==> config.mk <==
export PLATFORM = sky130hd
export DESIGN_NAME = clk_div_bank
export DESIGN_NICKNAME = d
export VERILOG_FILES = /design/src/rtl/clkdiv_pkg.sv /design/src/rtl/clk_div_chan.sv /design/src/rtl/clk_div_bank.sv
export SDC_FILE = /design/constraint.sdc
export NUM_CORES = 1
export LEC_CHECK = 0
export ABC_AREA = 0
export ABC_CLOCK_PERIOD_IN_PS = 5000
export CAP_MARGIN = 30
export CORE_MARGIN = 2
export CORE_UTILIZATION = 30
export DETAILED_ROUTE_END_ITERATION = 7
export DONT_BUFFER_PORTS = 1
export MAX_ROUTING_LAYER = met4
export SLEW_MARGIN = 15
export SYNTH_ARGS = -nofsm -noshare
export SYNTH_HDL_FRONTEND = slang
export SYNTH_HIERARCHICAL = 1
export SYNTH_SLANG_ARGS = --single-unit
==> constraint.sdc <==
create_clock -name clk_in1 -period 5 [get_ports clk_in1]
set_input_delay 1.5 -clock clk_in1 [delete_from_list [all_inputs] [get_ports clk_in1]]
set_output_delay 1.5 -clock clk_in1 [all_outputs]
set_load 0.005 [all_outputs]
==> src/rtl/clkdiv_pkg.sv <==
`default_nettype none
// ============================================================================
// Module  : clkdiv_pkg
// Purpose : Shared defaults and types for the clock divider bank.
//           - C_CNT_W / C_DEF_DIV : default counter width and reset divisor
//           - chan_flags_t        : per-channel registered status record
//           - ch_width()          : channel-select width, max(1, clog2(n))
// Revision: 1.0 - initial release
// ============================================================================
package clkdiv_pkg;

    localparam int C_CNT_W   = 25;
    localparam int C_DEF_DIV = 10000;

    // Registered per-channel status bits that leave the channel as outputs.
    typedef struct packed {
        logic pend;     // a written divisor is waiting to be applied
        logic clk_out;  // divided clock
        logic tick;     // one-cycle period-start strobe
    } chan_flags_t;

    // Width of a channel index; a single channel still needs one select bit.
    function automatic int ch_width(input int n);
        return (n <= 2) ? 1 : $clog2(n);
    endfunction

endpackage
`default_nettype wire

==> src/rtl/clk_div_chan.sv <==
`default_nettype none
// ============================================================================
// Module  : clk_div_chan
// Purpose : One divider channel: period counter, active/pending divisor pair,
//           registered divided clock and period-start tick.
// Ports   : clk_in1  - clock (rising edge)
//           rst      - synchronous active-high reset
//           wr_hit   - write strobe already decoded for this channel
//           wr_div   - divisor carried by the write
//           sync     - force the wrap state this edge (tie low if unused)
//           clk_out  - divided clock, registered
//           tick     - period-start strobe, registered
//           pend     - written divisor awaiting application
// Revision: 1.0 - initial release
// ============================================================================
module clk_div_chan
    import clkdiv_pkg::*;
#(
    parameter int CNT_W   = C_CNT_W,
    parameter int DEF_DIV = C_DEF_DIV
) (
    input  logic             clk_in1,
    input  logic             rst,
    input  logic             wr_hit,
    input  logic [CNT_W-1:0] wr_div,
    input  logic             sync,
    output logic             clk_out,
    output logic             tick,
    output logic             pend
);

    localparam logic [CNT_W-1:0] C_DEF_DIV_VAL = CNT_W'(DEF_DIV);
    localparam logic [CNT_W-1:0] C_ONE         = {{(CNT_W-1){1'b0}}, 1'b1};

    logic [CNT_W-1:0] r_cnt;
    logic [CNT_W-1:0] r_div_act;
    logic [CNT_W-1:0] r_div_pend;
    chan_flags_t      r_flags;

    logic             w_running;
    logic             w_wrap;
    logic             w_boundary;
    logic             w_apply;
    logic             w_new_running;
    logic [CNT_W-1:0] w_div_act_nxt;
    logic [CNT_W-1:0] w_cnt_nxt;
    chan_flags_t      w_flags_nxt;
    logic [CNT_W-1:0] w_div_pend_nxt;

    always_comb begin
        w_running     = (r_div_act > C_ONE);
        w_wrap        = w_running && (r_cnt == (r_div_act - C_ONE));
        // A stopped channel sits on a permanent boundary, so a pending
        // divisor is taken on the very next edge.
        w_boundary    = w_wrap || sync || !w_running;
        w_apply       = w_boundary && r_flags.pend;
        w_div_act_nxt = w_apply ? r_div_pend : r_div_act;
        w_new_running = (w_div_act_nxt > C_ONE);
        w_cnt_nxt     = w_boundary ? '0 : (r_cnt + C_ONE);

        w_flags_nxt         = r_flags;
        // A period start is only announced when a running channel wraps into
        // a divisor that keeps it running; switching to 0/1 stops it silently.
        w_flags_nxt.tick    = w_running && (w_wrap || sync) && w_new_running;
        w_flags_nxt.clk_out = (w_cnt_nxt < (w_div_act_nxt >> 1));
        // A write on an application edge survives as the next pending value.
        if (wr_hit) begin
            w_flags_nxt.pend = 1'b1;
        end else if (w_apply) begin
            w_flags_nxt.pend = 1'b0;
        end
        w_div_pend_nxt = wr_hit ? wr_div : r_div_pend;
    end

    always_ff @(posedge clk_in1) begin
        if (rst) begin
            r_cnt      <= '0;
            r_div_act  <= C_DEF_DIV_VAL;
            r_div_pend <= C_DEF_DIV_VAL;
            r_flags    <= '0;
        end else begin
            r_cnt      <= w_cnt_nxt;
            r_div_act  <= w_div_act_nxt;
            r_div_pend <= w_div_pend_nxt;
            r_flags    <= w_flags_nxt;
        end
    end

    assign clk_out = r_flags.clk_out;
    assign tick    = r_flags.tick;
    assign pend    = r_flags.pend;

endmodule
`default_nettype wire

==> src/rtl/clk_div_bank.sv <==
`default_nettype none
// ============================================================================
// Module  : clk_div_bank
// Purpose : Bank of NUM_CH independent programmable clock dividers sharing
//           one write port. New divisors are staged and take effect at the
//           end of the period in flight.
// Ports   : clk_in1  - clock (rising edge)
//           rst      - synchronous active-high reset
//           wr_en    - divisor write strobe
//           wr_ch    - target channel (out-of-range values are ignored)
//           wr_div   - new divisor
//           sync     - (CLKDIV_SYNC_EN only) realign all channels to wrap
//           clk_out  - divided clock per channel
//           tick     - period-start strobe per channel
//           pend     - pending-divisor flag per channel
// Config  : define CLKDIV_SYNC_EN to add the sync input.
// Revision: 1.0 - initial release
// ============================================================================
module clk_div_bank
    import clkdiv_pkg::*;
#(
    parameter  int NUM_CH  = 2,
    parameter  int CNT_W   = C_CNT_W,
    parameter  int DEF_DIV = C_DEF_DIV,
    localparam int CH_W    = ch_width(NUM_CH)
) (
    input  logic              clk_in1,
    input  logic              rst,
    input  logic              wr_en,
    input  logic [CH_W-1:0]   wr_ch,
    input  logic [CNT_W-1:0]  wr_div,
`ifdef CLKDIV_SYNC_EN
    input  logic              sync,
`endif
    output logic [NUM_CH-1:0] clk_out,
    output logic [NUM_CH-1:0] tick,
    output logic [NUM_CH-1:0] pend
);

    logic w_sync;

`ifdef CLKDIV_SYNC_EN
    assign w_sync = sync;
`else
    assign w_sync = 1'b0;
`endif

    for (genvar g = 0; g < NUM_CH; g++) begin : g_chan
        logic w_wr_hit;

        // Exact index match: codes at or above NUM_CH select nothing.
        assign w_wr_hit = wr_en && (wr_ch == CH_W'(g));

        clk_div_chan #(
            .CNT_W   (CNT_W),
            .DEF_DIV (DEF_DIV)
        ) u_chan (
            .clk_in1 (clk_in1),
            .rst     (rst),
            .wr_hit  (w_wr_hit),
            .wr_div  (wr_div),
            .sync    (w_sync),
            .clk_out (clk_out[g]),
            .tick    (tick[g]),
            .pend    (pend[g])
        );
    end

endmodule
`default_nettype wire

# --- After elaboration in Yosys (flattened, before gate mapping) ---
# Index checks and enable logic that the tools add are counted.
classes:
  mux: 8
  n_eq_ne: 2
  n_reduce_logical: 16
  addsub: 4
  n_lt_le_gt_ge: 6
  n_bitwise: 1
ops:
  columns: ["operator", "n"]
  rows:
  - ["$gt A25 B1 Y1 const B", 4]
  - ["$mux W25", 4]
  - ["$add A25 B1 Y25 const B", 2]
  - ["$eq A25 B25 Y1", 2]
  - ["$lt A25 B24 Y1", 2]
  - ["$sub A25 B1 Y25 const B", 2]
  - ["$logic_and A1 B1 Y1", 10]
  - ["$mux W1", 4]
  - ["$reduce_bool A2 Y1", 2]
  - ["$logic_not A1 Y1", 2]
  - ["$logic_or A1 B1 Y1", 2]
  - ["$not A1 Y1", 1]
word_totals:
  out_inout_bits: 6
  input_bits: 29
  register_bits: 156

# --- Longest topological paths before layout ---
# Gate-level depths: netlist of the first run.
logic_depth:
  word_depth: 8
  ltp_mapped: 23

# --- Cells and area by module ---
# The synthesis of the first run kept the hierarchy.
modules_own_cells:
  columns: ["mod", "seq_area_each_um2", "instances", "cells_each", "area_each_um2"]
  rows:
  - ["clk_div_chan", 1561.5, 2, 537, 4649.5]
  - ["clk_div_bank", 0.0, 1, 3, 20.0]

# --- Least setup slack after synthesis of the first run ---
# OpenSTA, ideal clock, no wires.
synth_timing:
  path_type: "reg2reg"
  startpoint: "register g_chan[0].u_chan.r_div_act[3]"
  endpoint: "register g_chan[0].u_chan.r_flags (netlist bit g_chan[0].u_chan/clk_out)"
  n_path_buf: 4
  t_arrival_ns: 4.816
  setup_time_ns: 0.078
  setup_slack_ns: 0.107
  stages_incl_launch_ff: 23
  t_required_ns: 4.922
  cell_sequence: "dfxtp_1 buf_6 or4_4 or4_4 o31ai_1 o211ai_1 or4_4 a2111oi_4 or2_1 buf_2 buf_6 buf_4 nor2_1 ha_1 a21o_1 a21o_1 a21oi_1 o21ai_0 nand3_1 o21bai_1 a221oi_1 mux2_1 nor3_1"
synth_via:
  elab_cells_between_ends: 10
  classes_between: "1 x add/sub; 2 x order compare; 1 x eq/ne; 2 x mux; 4 x reduce/logical"
synth_rtl:
  columns: ["element", "line", "rtl"]
  rows:
  - ["start: declaration", "clk_div_chan.sv:36", "logic [CNT_W-1:0] r_div_act;"]
  - ["start signal: assignment", "clk_div_chan.sv:83", "r_div_act <= w_div_act_nxt;"]
  - ["$sub A25 B1 Y25", "clk_div_chan.sv:52", "w_wrap = w_running && (r_cnt == (r_div_act - C_ONE));"]
  - ["$eq A25 B25 Y1", "clk_div_chan.sv:52", null]
  - ["$logic_and A1 B1 Y1", "clk_div_chan.sv:52", null]
  - ["$logic_or A1 B1 Y1 (*)", "clk_div_chan.sv:55", "w_boundary = w_wrap || sync || !w_running;"]
  - ["$mux W25 (*)", "clk_div_chan.sv:59", "w_cnt_nxt = w_boundary ? '0 : (r_cnt + C_ONE);"]
  - ["via g_chan[0].u_chan.w_cnt_nxt[6]", "clk_div_chan.sv:46", "logic [CNT_W-1:0] w_cnt_nxt;"]
  - ["$lt A25 B24 Y1 (*)", "clk_div_chan.sv:65", "w_flags_nxt.clk_out = (w_cnt_nxt < (w_div_act_nxt >> 1));"]
  - ["end signal: assignment", "clk_div_chan.sv:85", "r_flags <= w_flags_nxt;"]
  - ["end: declaration", "clk_div_chan.sv:38", "chan_flags_t r_flags;"]
# The timed path passes the listed nets; every way through them passes the cells marked *.
# A chain may end at the register's enable or synchronous reset.

# --- Final worst setup path of the first run ---
layout_timing:
  startpoint: "register g_chan[0].u_chan.r_div_act[1]"
  endpoint: "register g_chan[0].u_chan.r_flags (netlist bit g_chan[0].u_chan/clk_out)"
layout_via:
  elab_chain_cells: 7
  elab_cells_between_ends: 10
  classes_between: "1 x add/sub; 2 x order compare; 1 x eq/ne; 2 x mux; 4 x reduce/logical"
layout_lines:
  columns: ["element", "line", "rtl"]
  rows:
  - ["$sub A25 B1 Y25", "clk_div_chan.sv:52", null]
  - ["$eq A25 B25 Y1", "clk_div_chan.sv:52", null]
  - ["$logic_and A1 B1 Y1", "clk_div_chan.sv:52", null]
  - ["$logic_or A1 B1 Y1", "clk_div_chan.sv:55", null]
  - ["$logic_and A1 B1 Y1", "clk_div_chan.sv:56", "w_apply = w_boundary && r_flags.pend;"]
  - ["$mux W25", "clk_div_chan.sv:57", "w_div_act_nxt = w_apply ? r_div_pend : r_div_act;"]
  - ["$lt A25 B24 Y1 (*)", "clk_div_chan.sv:65", null]
# Mark *: on every way between the ends. The rest lies on a longest branch, timed or not.

==> impl_metrics.env, run 1 <==
export IMPL_whs_ns=0.476
export IMPL_r2r_slack_ns=0.15
export IMPL_num_fill_cells=3115
export IMPL_dieArea_um2=32500
export IMPL_worst_path_max_fanout=7
export IMPL_total_power_mw=2.80
export IMPL_r2r_end="g_chan[0].u_chan/clk_out$_SDFF_PP0_"
export IMPL_clock_sinks=156
export IMPL_crit_chain="or4_4 > or4_4 > o31ai_2 > o211ai_1 > or4_4 > a2111oi_4 > o21ai_4 > mux2i_2 > ha_1 > a21o_1 > a21o_1 > a21oi_2 > o21ai_0 > nand3_1 > o21bai_2 > nor2_1 > mux2_4 > nor3_1"
export IMPL_tritoncts="yes"
export IMPL_cts_buffers=17
export IMPL_vdd_drop_max_mv=0.270
export IMPL_netlist_instances=1077
export IMPL_clk_path_buf_depth=2
export IMPL_finalCritPeriodShare_pct=97.1
export IMPL_cts_hold_buf=0
export IMPL_p_per_area_nw_per_um2=258
export IMPL_whs_endpoint="g_chan[0].u_chan/r_div_act[0]$_SDFF_PP0_"
export IMPL_dp_hpwl_mm=18.9
export IMPL_synth_area_per_cell_um2=8.65
export IMPL_synth_distinct_cells=60
export IMPL_synth_edf_count=0
export IMPL_area_growth_pct=16.3
export IMPL_mostFrequentLayoutCells="nor2_1, dfxtp_1, mux2i_1"
export IMPL_grt_max_degree=157
export IMPL_die_height_um=180
export IMPL_pre_cts_ws_ns=-0.0375
export IMPL_use_met3_pct=4.83
export IMPL_gp_congestion=0.933
export IMPL_layout_commonest_cell="nor2_1"
export IMPL_vias=7801
export IMPL_drive_gt1_share_pct=14.2
export IMPL_setup_tns_ns=0
export IMPL_track_usage_pct=15.7
export IMPL_drv_cap=0
export IMPL_slew_viol_final=0
export IMPL_clkSlewWorstSetupHoldPaths_ns=0.06
export IMPL_p_leak_nw=4.36
export IMPL_row_count=64
export IMPL_nets=1174
export IMPL_wirelength_mm=25.5
export IMPL_core_um2=30600
export IMPL_crit_path_top_delay_cell="or4_4"
export IMPL_worstSkewPairLatency_ns=0.43
export IMPL_r2r_start="g_chan[0].u_chan/r_div_act[1]$_SDFF_PP0_"
export IMPL_grt_busiest_layer="met2"
export IMPL_crit_arrival_ns=5.20
export IMPL_tightest_slew_ns=0.842
export IMPL_synth_area_um2=9320
export IMPL_cts_root_buf="clkbuf_16"
export IMPL_routed_via_density=5.19
export IMPL_synthArstFlopShare_pct=0
export IMPL_fin_util_pct=35.4
export IMPL_finalCriticalPeriod_ns=4.85
export IMPL_grtUsageMet1_pct=19.8
export IMPL_start_util_pct=30.5
export IMPL_fin_ws_ns=0.146
export IMPL_htreeDepth=4
export IMPL_ys_warn_count=6
export IMPL_setup_viol_count_final=0
export IMPL_min_path_type="register to register"
export IMPL_reg2reg_depth=18
export IMPL_overflow=0
export IMPL_use_met2_pct=23.6
export IMPL_num_io_pins=35
export IMPL_antenna_found_initial=0
export IMPL_outcome="finished, final reports clean"
export IMPL_grt_pass1_wl_mm=39.8
export IMPL_drt_wirelength_per_cell_um=17.0
export IMPL_antenna_cells=0
export IMPL_finalHoldViolations=0
export IMPL_drt_iter0_drc=597
export IMPL_max_freq_ghz=0.206
export IMPL_critPathKind="register to register"
export IMPL_grt_pass1_vias=7478
export IMPL_min_delay_path_depth=2
export IMPL_endpoint_kind="register"
export IMPL_crit_top_cell="or4_4"
export IMPL_slowest_delay_ns=0.57
export IMPL_ant_nets=0
export IMPL_min_delay_start="g_chan[0].u_chan/r_div_pend[0]$_SDFFE_PP0P_"
export IMPL_relSlewSlack_pct=43.9
export IMPL_seq_area_frac_synth_pct=33.5
export IMPL_remaining_drc_errors=0
export IMPL_numPortBuffers=0
export IMPL_synth_ff_type="dfxtp_1"
export IMPL_critPathLaunchType="register"
export IMPL_dr_pass1_iters=5
export IMPL_required_ns=5.35
export IMPL_fin_skew_ns=0.0105
export IMPL_die_w_um=180
export IMPL_ys_ff_latch=156
==> how the worst max path moves through the flow <==
stage	from	to	slack [ns]	depth (start not counted)
global placement	g_chan[0].u_chan/r_div_act[0]$_SDFF_PP0_	g_chan[0].u_chan/clk_out$_SDFF_PP0_	0.05	18
CTS	g_chan[1].u_chan/r_div_act[9]$_SDFF_PP1_	g_chan[1].u_chan/clk_out$_SDFF_PP0_	0.002	20
global route	g_chan[1].u_chan/r_div_act[3]$_SDFF_PP0_	g_chan[1].u_chan/clk_out$_SDFF_PP0_	-0.04	18
floorplan	g_chan[0].u_chan/r_div_act[3]$_SDFF_PP0_	g_chan[0].u_chan/clk_out$_SDFF_PP0_	0.11	22
finish	g_chan[0].u_chan/r_div_act[1]$_SDFF_PP0_	g_chan[0].u_chan/clk_out$_SDFF_PP0_	0.15	18
detailed placement	g_chan[0].u_chan/r_div_act[0]$_SDFF_PP0_	g_chan[0].u_chan/clk_out$_SDFF_PP0_	-0.04	18
==> power breakdown <==
part,switching (mW),internal (mW)
sequential,0.0372,1.27
clock,0.535,0.778
combinational,0.0906,0.0830
==> critical path, delay by kind of cell, from the launching register on <==
kind	cells	cell delay (ns)
AOI/OAI and AO/OA	9	1.68
DFF	1	0.35
muxes	2	0.53
adders and majority gates	1	0.28
and+or+nand+nor	6	1.95
==> sequential cells by signal, summed over array words and instances (netlist names) <==
name	count
g_chan.u_chan/r_cnt	50
g_chan.u_chan/tick	2
g_chan.u_chan/clk_out	2
g_chan.u_chan/r_div_pend	50
g_chan.u_chan/r_div_act	50
g_chan.u_chan/pend	2
==> per-layer routing <==
metal	vias to the layer above	share of wire (%)
met5	-	0
met4	0	2.7
met3	47	7.2
met2	176	44
met1	3705	46
li1	3873	-
==> metrics by stage <==
stage               instances  instance area (um^2)
finish                   1504                 10800
global route             1504                 10800
floorplan                1082                  9340
CTS                      1492                 10500
global placement         1459                  9880
detailed placement       1459                  9880
==> layout make-up <==
cell class | count | area [um^2] | area share, %
Sequential cell | 156 | 3130 | 28.9
Clock buffer | 20 | 467 | 4.31
Inverter | 18 | 67.6 | 0.623
Multi-Input combinational cell | 850 | 6040 | 55.7
Tap cell | 396 | 495 | 4.57
Clock inverter | 12 | 138 | 1.27
Timing Repair Buffer | 52 | 499 | 4.61
==> cells by family (layout without fill, tap and decap cells) <==
| family | after synthesis | count (layout) | synth area share (%) |
|---|---|---|---|
| buffers and inverters | 76 | 102 | 3.95 |
| muxes | 92 | 92 | 10.1 |
| adders and majority gates | 50 | 50 | 6.71 |
| xor gates and xnor gates | 106 | 106 | 9.96 |
| DFF | 156 | 156 | 33.5 |
| and+or+nand+nor | 480 | 480 | 26.4 |
| other | 1 | 6 | 0.0402 |
| AOI/OAI and AO/OA | 116 | 116 | 9.34 |
==> Yosys cell counts (4+ instances only) <==
master     count  area share, %
a2111oi_0      4           0.38
a211o_1       10           0.94
a211oi_1       4           0.32
a21o_1        20            1.6
a21oi_1       22            1.2
a22oi_1        4           0.32
a31oi_1        4           0.27
and3_1        12           0.81
buf_1          4           0.16
buf_2          6           0.32
buf_4          4           0.32
buf_6          8           0.97
clkbuf_1      36            1.5
dfxtp_1      156             34
ha_1          50            6.7
inv_1         18           0.72
mux2i_1       86            9.2
mux2i_2        4           0.59
nand2_1       36            1.5
nand2b_1      10           0.67
nand3_1       40            2.1
nand3b_1       6           0.48
nand4_1       20            1.3
nor2_1       174            7.0
nor2b_1       16            1.1
nor3_1        72            3.9
nor4_1        24            1.6
o211ai_1       4           0.32
o21a_1         6           0.48
o21ai_0       12           0.64
o31ai_1        6           0.48
or2_1          4           0.27
or2_2          8           0.54
or3_1         16            1.1
or4_1         16            1.3
or4_4          8           0.97
xnor2_1       54            5.1
xor2_1        52            4.9
==> what timing repair did <==
action,4_1_cts,5_1_grt
buffers inserted,1,9
gates resized for setup,2,48
endpoints found under the setup margin,2,2
cloned,0,3
hold endpoints to repair,0,0
pin swaps,2,24
Note: power is estimated with default switching activity, not from simulation.
==> run 2: changes to the inputs <==
--- a/config.mk
+++ b/config.mk
@@ -9,10 +9,11 @@
 export ABC_CLOCK_PERIOD_IN_PS = 5000
 export CAP_MARGIN = 30
 export CORE_MARGIN = 2
-export CORE_UTILIZATION = 30
+export CORE_UTILIZATION = 35
 export DETAILED_ROUTE_END_ITERATION = 7
 export DONT_BUFFER_PORTS = 1
 export MAX_ROUTING_LAYER = met4
+export SETUP_SLACK_MARGIN = 0.05
 export SLEW_MARGIN = 15
 export SYNTH_ARGS = -nofsm -noshare
 export SYNTH_HDL_FRONTEND = slang
==> impl_metrics.env, run 2 (same netlist as run 1, synthesis figures left out) <==
export IMPL_outcome="complete, but fails checks"
export IMPL_violations="DRC"
export IMPL_min_delay_start="g_chan[1].u_chan/r_div_pend[0]$_SDFFE_PP0P_"
export IMPL_numPortBuffers=0
export IMPL_total_power_mw=2.89
export IMPL_r2r_start="g_chan[1].u_chan/r_div_act[0]$_SDFF_PP0_"
export IMPL_crit_chain="or4_4 > or4_4 > nor3_4 > xnor2_2 > or4_4 > a2111oi_4 > o21ai_4 > mux2i_2 > ha_1 > a21o_1 > a21o_1 > a21oi_2 > o21ai_1 > nand3_1 > o21bai_4 > nor2_1 > mux2_4 > nor3_2"
export IMPL_dp_hpwl_mm=18.8
export IMPL_worstSkewPairLatency_ns=0.43
export IMPL_vias=7820
export IMPL_worst_path_max_fanout=7
export IMPL_remaining_drc_errors=3
export IMPL_routed_via_density=5.36
export IMPL_crit_path_top_delay_cell="or4_4"
export IMPL_slew_viol_final=0
export IMPL_grt_max_degree=157
export IMPL_tritoncts="yes"
export IMPL_dieArea_um2=27900
export IMPL_cts_hold_buf=0
export IMPL_drt_wirelength_per_cell_um=17.4
export IMPL_crit_arrival_ns=5.31
export IMPL_antenna_cells=0
export IMPL_setup_tns_ns=0
export IMPL_min_path_type="register to register"
export IMPL_gp_congestion=0.882
export IMPL_max_freq_ghz=0.202
export IMPL_drv_cap=0
export IMPL_p_per_area_nw_per_um2=264
export IMPL_clk_path_buf_depth=2
export IMPL_fin_skew_ns=0.00883
export IMPL_nets=1193
export IMPL_slowest_delay_ns=0.59
export IMPL_clock_sinks=156
export IMPL_cts_root_buf="clkbuf_16"
export IMPL_layout_commonest_cell="nor2_1"
export IMPL_area_growth_pct=17.5
export IMPL_cts_buffers=17
export IMPL_crit_start="g_chan[1].u_chan/r_div_act[0]$_SDFF_PP0_"
export IMPL_vdd_drop_max_mv=0.246
export IMPL_start_util_pct=35.7
export IMPL_required_ns=5.36
export IMPL_grt_pass1_wl_mm=40.2
export IMPL_dr_pass1_iters=7
export IMPL_overflow=0
export IMPL_tightest_slew_ns=0.816
export IMPL_r2r_slack_ns=0.05
export IMPL_drt_iter0_drc=641
export IMPL_relSlewSlack_pct=45.6
export IMPL_finalHoldViolations=0
export IMPL_min_delay_path_depth=2
export IMPL_die_w_um=167
export IMPL_ant_nets=0
export IMPL_track_usage_pct=18.5
export IMPL_antenna_found_initial=0
export IMPL_htreeDepth=4
export IMPL_clkSlewWorstSetupHoldPaths_ns=0.06
export IMPL_crit_top_cell="or4_4"
export IMPL_rsz0062_at_grt="yes"
export IMPL_grt_pass1_vias=7500
export IMPL_die_height_um=167
export IMPL_critPathKind="register to register"
export IMPL_wirelength_mm=25.3
export IMPL_mostFrequentLayoutCells="nor2_1, dfxtp_1, mux2i_1"
export IMPL_fin_util_pct=41.9
export IMPL_setup_viol_count_final=0
export IMPL_critPathLaunchType="register"
export IMPL_finalCritPeriodShare_pct=99.0
export IMPL_whs_ns=0.479
export IMPL_row_count=59
export IMPL_p_leak_nw=4.50
export IMPL_core_um2=26100
export IMPL_endpoint_kind="register"
export IMPL_reg2reg_depth=18
export IMPL_drive_gt1_share_pct=15.0
export IMPL_largestRegisters="g_chan.u_chan/r_cnt x50, g_chan.u_chan/r_div_act x50, g_chan.u_chan/r_div_pend x50"
export IMPL_finalCriticalPeriod_ns=4.95
export IMPL_num_io_pins=35
[run 2: cell count changes in the layout (fill, tap and decap cells not counted), moves of 3 or more]
cell,previous run,this run
bufinv_16,2,5
clkbuf_8,3,0
mux2i_1,78,82
buf_6,3,0
buf_4,42,62
mux2i_2,10,7
[run 2: final cells by class]
type	instances	area, um^2
fillers	2596	15200
multi-input cells	850	6050
flip-flops and latches	156	3130
repair buffers	71	661
clock buffers	17	425
well taps	335	419
clock inverters	12	199
inverters	18	67.6
[run 2: final timing paths]
path | endpoint
worst max-delay path | g_chan[1].u_chan/clk_out$_SDFF_PP0_
worst min-delay path | g_chan[1].u_chan/r_div_act[0]$_SDFF_PP0_
worst max register to register | g_chan[1].u_chan/clk_out$_SDFF_PP0_
worst min register to register | g_chan[1].u_chan/r_div_act[0]$_SDFF_PP0_
[run 2: per-layer routing]
layer	GRT usage, %	share of wire [%]
met3	5.39	6.6
met5	-	0
met1	24.8	49
met2	27.1	43
met4	5.26	1.3
[run 2: report_power, final]
part | internal [mW] | total, mW | switching [mW] | leakage [nW]
logic | 0.0858 | 0.178 | 0.0921 | 2.92
registers | 1.27 | 1.31 | 0.0348 | 1.27
clock network | 0.876 | 1.40 | 0.525 | 0.304
[run 2: timing repair]
action | 4_1_cts | 5_1_grt
resized for setup | 12 | 36
cloned | 0 | 3
endpoints found under the hold margin | 0 | 0
endpoints found under the setup margin | 2 | 2
pin swaps | 3 | 31
setup buffers | 3 | 13
[run 2: through the flow]
stage          instance area, um^2  std cells  setup WS, ns
2_1_floorplan                 9340       1082         0.107
3_3_place_gp                  9900       1411       -0.0287
3_5_place_dp                  9900       1411        -0.140
4_1_cts                      10600       1443        0.0502
5_1_grt                      10900       1459       -0.0879
6_report                     10900       1459        0.0510
[run 2: worst max-delay path: cells and delay by family (launching register included)]
kind            cells  cell delay [ns]
simple gates        7             2.14
compound gates      7             1.44
fa+ha+maj           1             0.30
xor+xnor            1             0.08
mux                 2             0.54
flops               1             0.36
==> run 3: changes to the inputs <==
--- a/config.mk
+++ b/config.mk
@@ -12,7 +12,6 @@
 export CORE_UTILIZATION = 35
 export DETAILED_ROUTE_END_ITERATION = 7
 export DONT_BUFFER_PORTS = 1
-export MAX_ROUTING_LAYER = met4
 export SETUP_SLACK_MARGIN = 0.05
 export SLEW_MARGIN = 15
 export SYNTH_ARGS = -nofsm -noshare
==> impl_metrics.env, run 3 (same netlist as run 1, synthesis figures left out) <==
export IMPL_dp_cells=1411
export IMPL_drt_iter0_drc=581
export IMPL_finalHoldViolations=0
export IMPL_seq_power_share_pct=45.2
export IMPL_setup_viol_count_final=0
export IMPL_overflow=0
export IMPL_crit_start="g_chan[1].u_chan/r_div_act[0]$_SDFF_PP0_"
export IMPL_p_per_area_nw_per_um2=264
export IMPL_r2r_end="g_chan[1].u_chan/clk_out$_SDFF_PP0_"
export IMPL_relSlewSlack_pct=45.7
export IMPL_grt_pass1_vias=7495
export IMPL_swShare_pct=22.7
export IMPL_min_path_type="register to register"
export IMPL_critPathLaunchType="register"
export IMPL_max_freq_ghz=0.202
export IMPL_crit_chain="or4_4 > or4_4 > nor3_4 > xnor2_2 > or4_4 > a2111oi_4 > o21ai_4 > mux2i_2 > ha_1 > a21o_1 > a21o_1 > a21oi_2 > o21ai_1 > nand3_1 > o21bai_4 > nor2_1 > mux2_4 > nor3_2"
export IMPL_row_count=59
export IMPL_power_switching_uw=656
export IMPL_pre_cts_ws_ns=-0.140
export IMPL_endpoint_kind="register"
export IMPL_grt_max_degree=157
export IMPL_worst_path_max_fanout=7
export IMPL_grt_pass1_wl_mm=40.2
export IMPL_finalCritPeriodShare_pct=98.9
export IMPL_dp_hpwl_mm=18.8
export IMPL_final_cells=1459
export IMPL_crit_buf_inv=0
export IMPL_slew_viol_final=0
export IMPL_vdd_drop_max_mv=0.248
export IMPL_cp_endpoint="g_chan[1].u_chan/clk_out$_SDFF_PP0_"
export IMPL_mostFrequentLayoutCells="nor2_1, dfxtp_1, mux2i_1"
export IMPL_remaining_drc_errors=3
export IMPL_num_fill_cells=2596
export IMPL_drive_gt1_share_pct=15.0
export IMPL_wirelength_mm=25.3
export IMPL_fin_util_pct=41.9
export IMPL_crit_arrival_ns=5.31
export IMPL_rsz0062_at_grt="yes"
export IMPL_reg2reg_depth=18
export IMPL_die_height_um=167
export IMPL_violations="DRC"
export IMPL_clk_path_buf_depth=2
export IMPL_critPathKind="register to register"
export IMPL_clock_sinks=156
export IMPL_antenna_found_initial=0
export IMPL_layout_commonest_cell="nor2_1"
export IMPL_tritoncts="yes"
export IMPL_cp_top_family="simple AND/OR/NAND/NOR gates"
export IMPL_routed_via_density=5.36
export IMPL_p_comb_share_pct=6.2
export IMPL_fin_ws_ns=0.0568
export IMPL_numPortBuffers=0
export IMPL_drv_cap=0
export IMPL_die_w_um=167
export IMPL_required_ns=5.37
export IMPL_crit_top_cell="or4_4"
export IMPL_antenna_cells=0
export IMPL_ant_nets=0
export IMPL_cts_buffers=17
export IMPL_cts_root_buf="clkbuf_16"
export IMPL_drt_wirelength_per_cell_um=17.4
export IMPL_largestRegisters="g_chan.u_chan/r_cnt x50, g_chan.u_chan/r_div_act x50, g_chan.u_chan/r_div_pend x50"
export IMPL_r2r_slack_ns=0.06
export IMPL_worstSkewPairLatency_ns=0.43
export IMPL_core_um2=26100
export IMPL_nets=1193
export IMPL_cp_depth=18
export IMPL_vias=7818
export IMPL_r2r_start="g_chan[1].u_chan/r_div_act[0]$_SDFF_PP0_"
export IMPL_p_leak_nw=4.50
export IMPL_dieArea_um2=27900
export IMPL_slowest_delay_ns=0.59
export IMPL_clkPwrFrac_pct=48.6
export IMPL_htreeDepth=4
export IMPL_dr_pass1_iters=6
export IMPL_start_util_pct=35.7
export IMPL_track_usage_pct=18.0
export IMPL_clkSlewWorstSetupHoldPaths_ns=0.06
export IMPL_crit_path_top_delay_cell="or4_4"
export IMPL_area_growth_pct=17.5
export IMPL_min_delay_path_depth=2
export IMPL_tightest_slew_ns=0.815
export IMPL_finalCriticalPeriod_ns=4.94
export IMPL_outcome="complete, but fails checks"
export IMPL_intPower_mw=2.23
export IMPL_fin_skew_ns=0.00860
export IMPL_gp_congestion=0.868
export IMPL_num_io_pins=35
## run 3: cell type report
class | instances | area, um^2 | area share (%)
well taps | 335 | 419 | 3.83
clock inverters | 12 | 199 | 1.82
inverters | 18 | 67.6 | 0.617
multi-input cells | 850 | 6050 | 55.2
clock buffers | 17 | 425 | 3.89
flip-flops and latches | 156 | 3130 | 28.6
repair buffers | 71 | 661 | 6.04
## run 3: what timing repair did
action	CTS	global route
setup buffers	3	13
hold buffers	0	0
gates resized for setup	12	36
pin swaps	3	31
setup endpoints to repair	2	2
cloned	0	3
## run 3: layer usage
metal  vias up  GRT usage (%)  part of all wire, %
met5         -              0                    0
met4         0           5.26                  1.4
met1      3737           24.8                   49
li1       3901              -                    -
met3        23           5.32                  6.5
met2       157           27.1                   43
## run 3: how the worst min path moves through the flow
stage	startpoint	endpoint	slack [ns]
after global routing	g_chan[1].u_chan/r_div_pend[0]$_SDFFE_PP0P_	g_chan[1].u_chan/r_div_act[0]$_SDFF_PP0_	0.50
after global placement	g_chan[1].u_chan/r_div_pend[0]$_SDFFE_PP0P_	g_chan[1].u_chan/r_div_act[0]$_SDFF_PP0_	0.48
after CTS	g_chan[1].u_chan/r_div_pend[0]$_SDFFE_PP0P_	g_chan[1].u_chan/r_div_act[0]$_SDFF_PP0_	0.49
after floorplan	g_chan[0].u_chan/r_div_pend[0]$_SDFFE_PP0P_	g_chan[0].u_chan/r_div_act[0]$_SDFF_PP0_	0.46
final	g_chan[1].u_chan/r_div_pend[0]$_SDFFE_PP0P_	g_chan[1].u_chan/r_div_act[0]$_SDFF_PP0_	0.48
after detailed placement	g_chan[1].u_chan/r_div_pend[0]$_SDFFE_PP0P_	g_chan[1].u_chan/r_div_act[0]$_SDFF_PP0_	0.48
## run 3: power by group through the flow
stage               Clock, mW  Sequential (mW)  Combinational [mW]
floorplan                   0             1.32               0.143
global placement            0             1.33               0.157
detailed placement          0             1.33               0.159
CTS                      1.43             1.31               0.162
global route             1.49             1.31               0.195
finish                   1.41             1.31               0.178
## run 3: stage by stage
stage	power [mW]	hold WS [ns]	setup TNS, ns	area [um^2]
floorplan	1.46	0.459	0	9340
global placement	1.49	0.479	-0.0287	9900
detailed placement	1.49	0.477	-0.195	9900
CTS	2.90	0.487	0	10600
global route	2.99	0.499	-0.130	10900
finish	2.89	0.479	0	10900
## run 3: tightest hold or removal path, stage by stage (launching register included)
cell and delay, ns:
dfxtp_1 0.31, nand3_1 0.08, a21oi_1 0.05
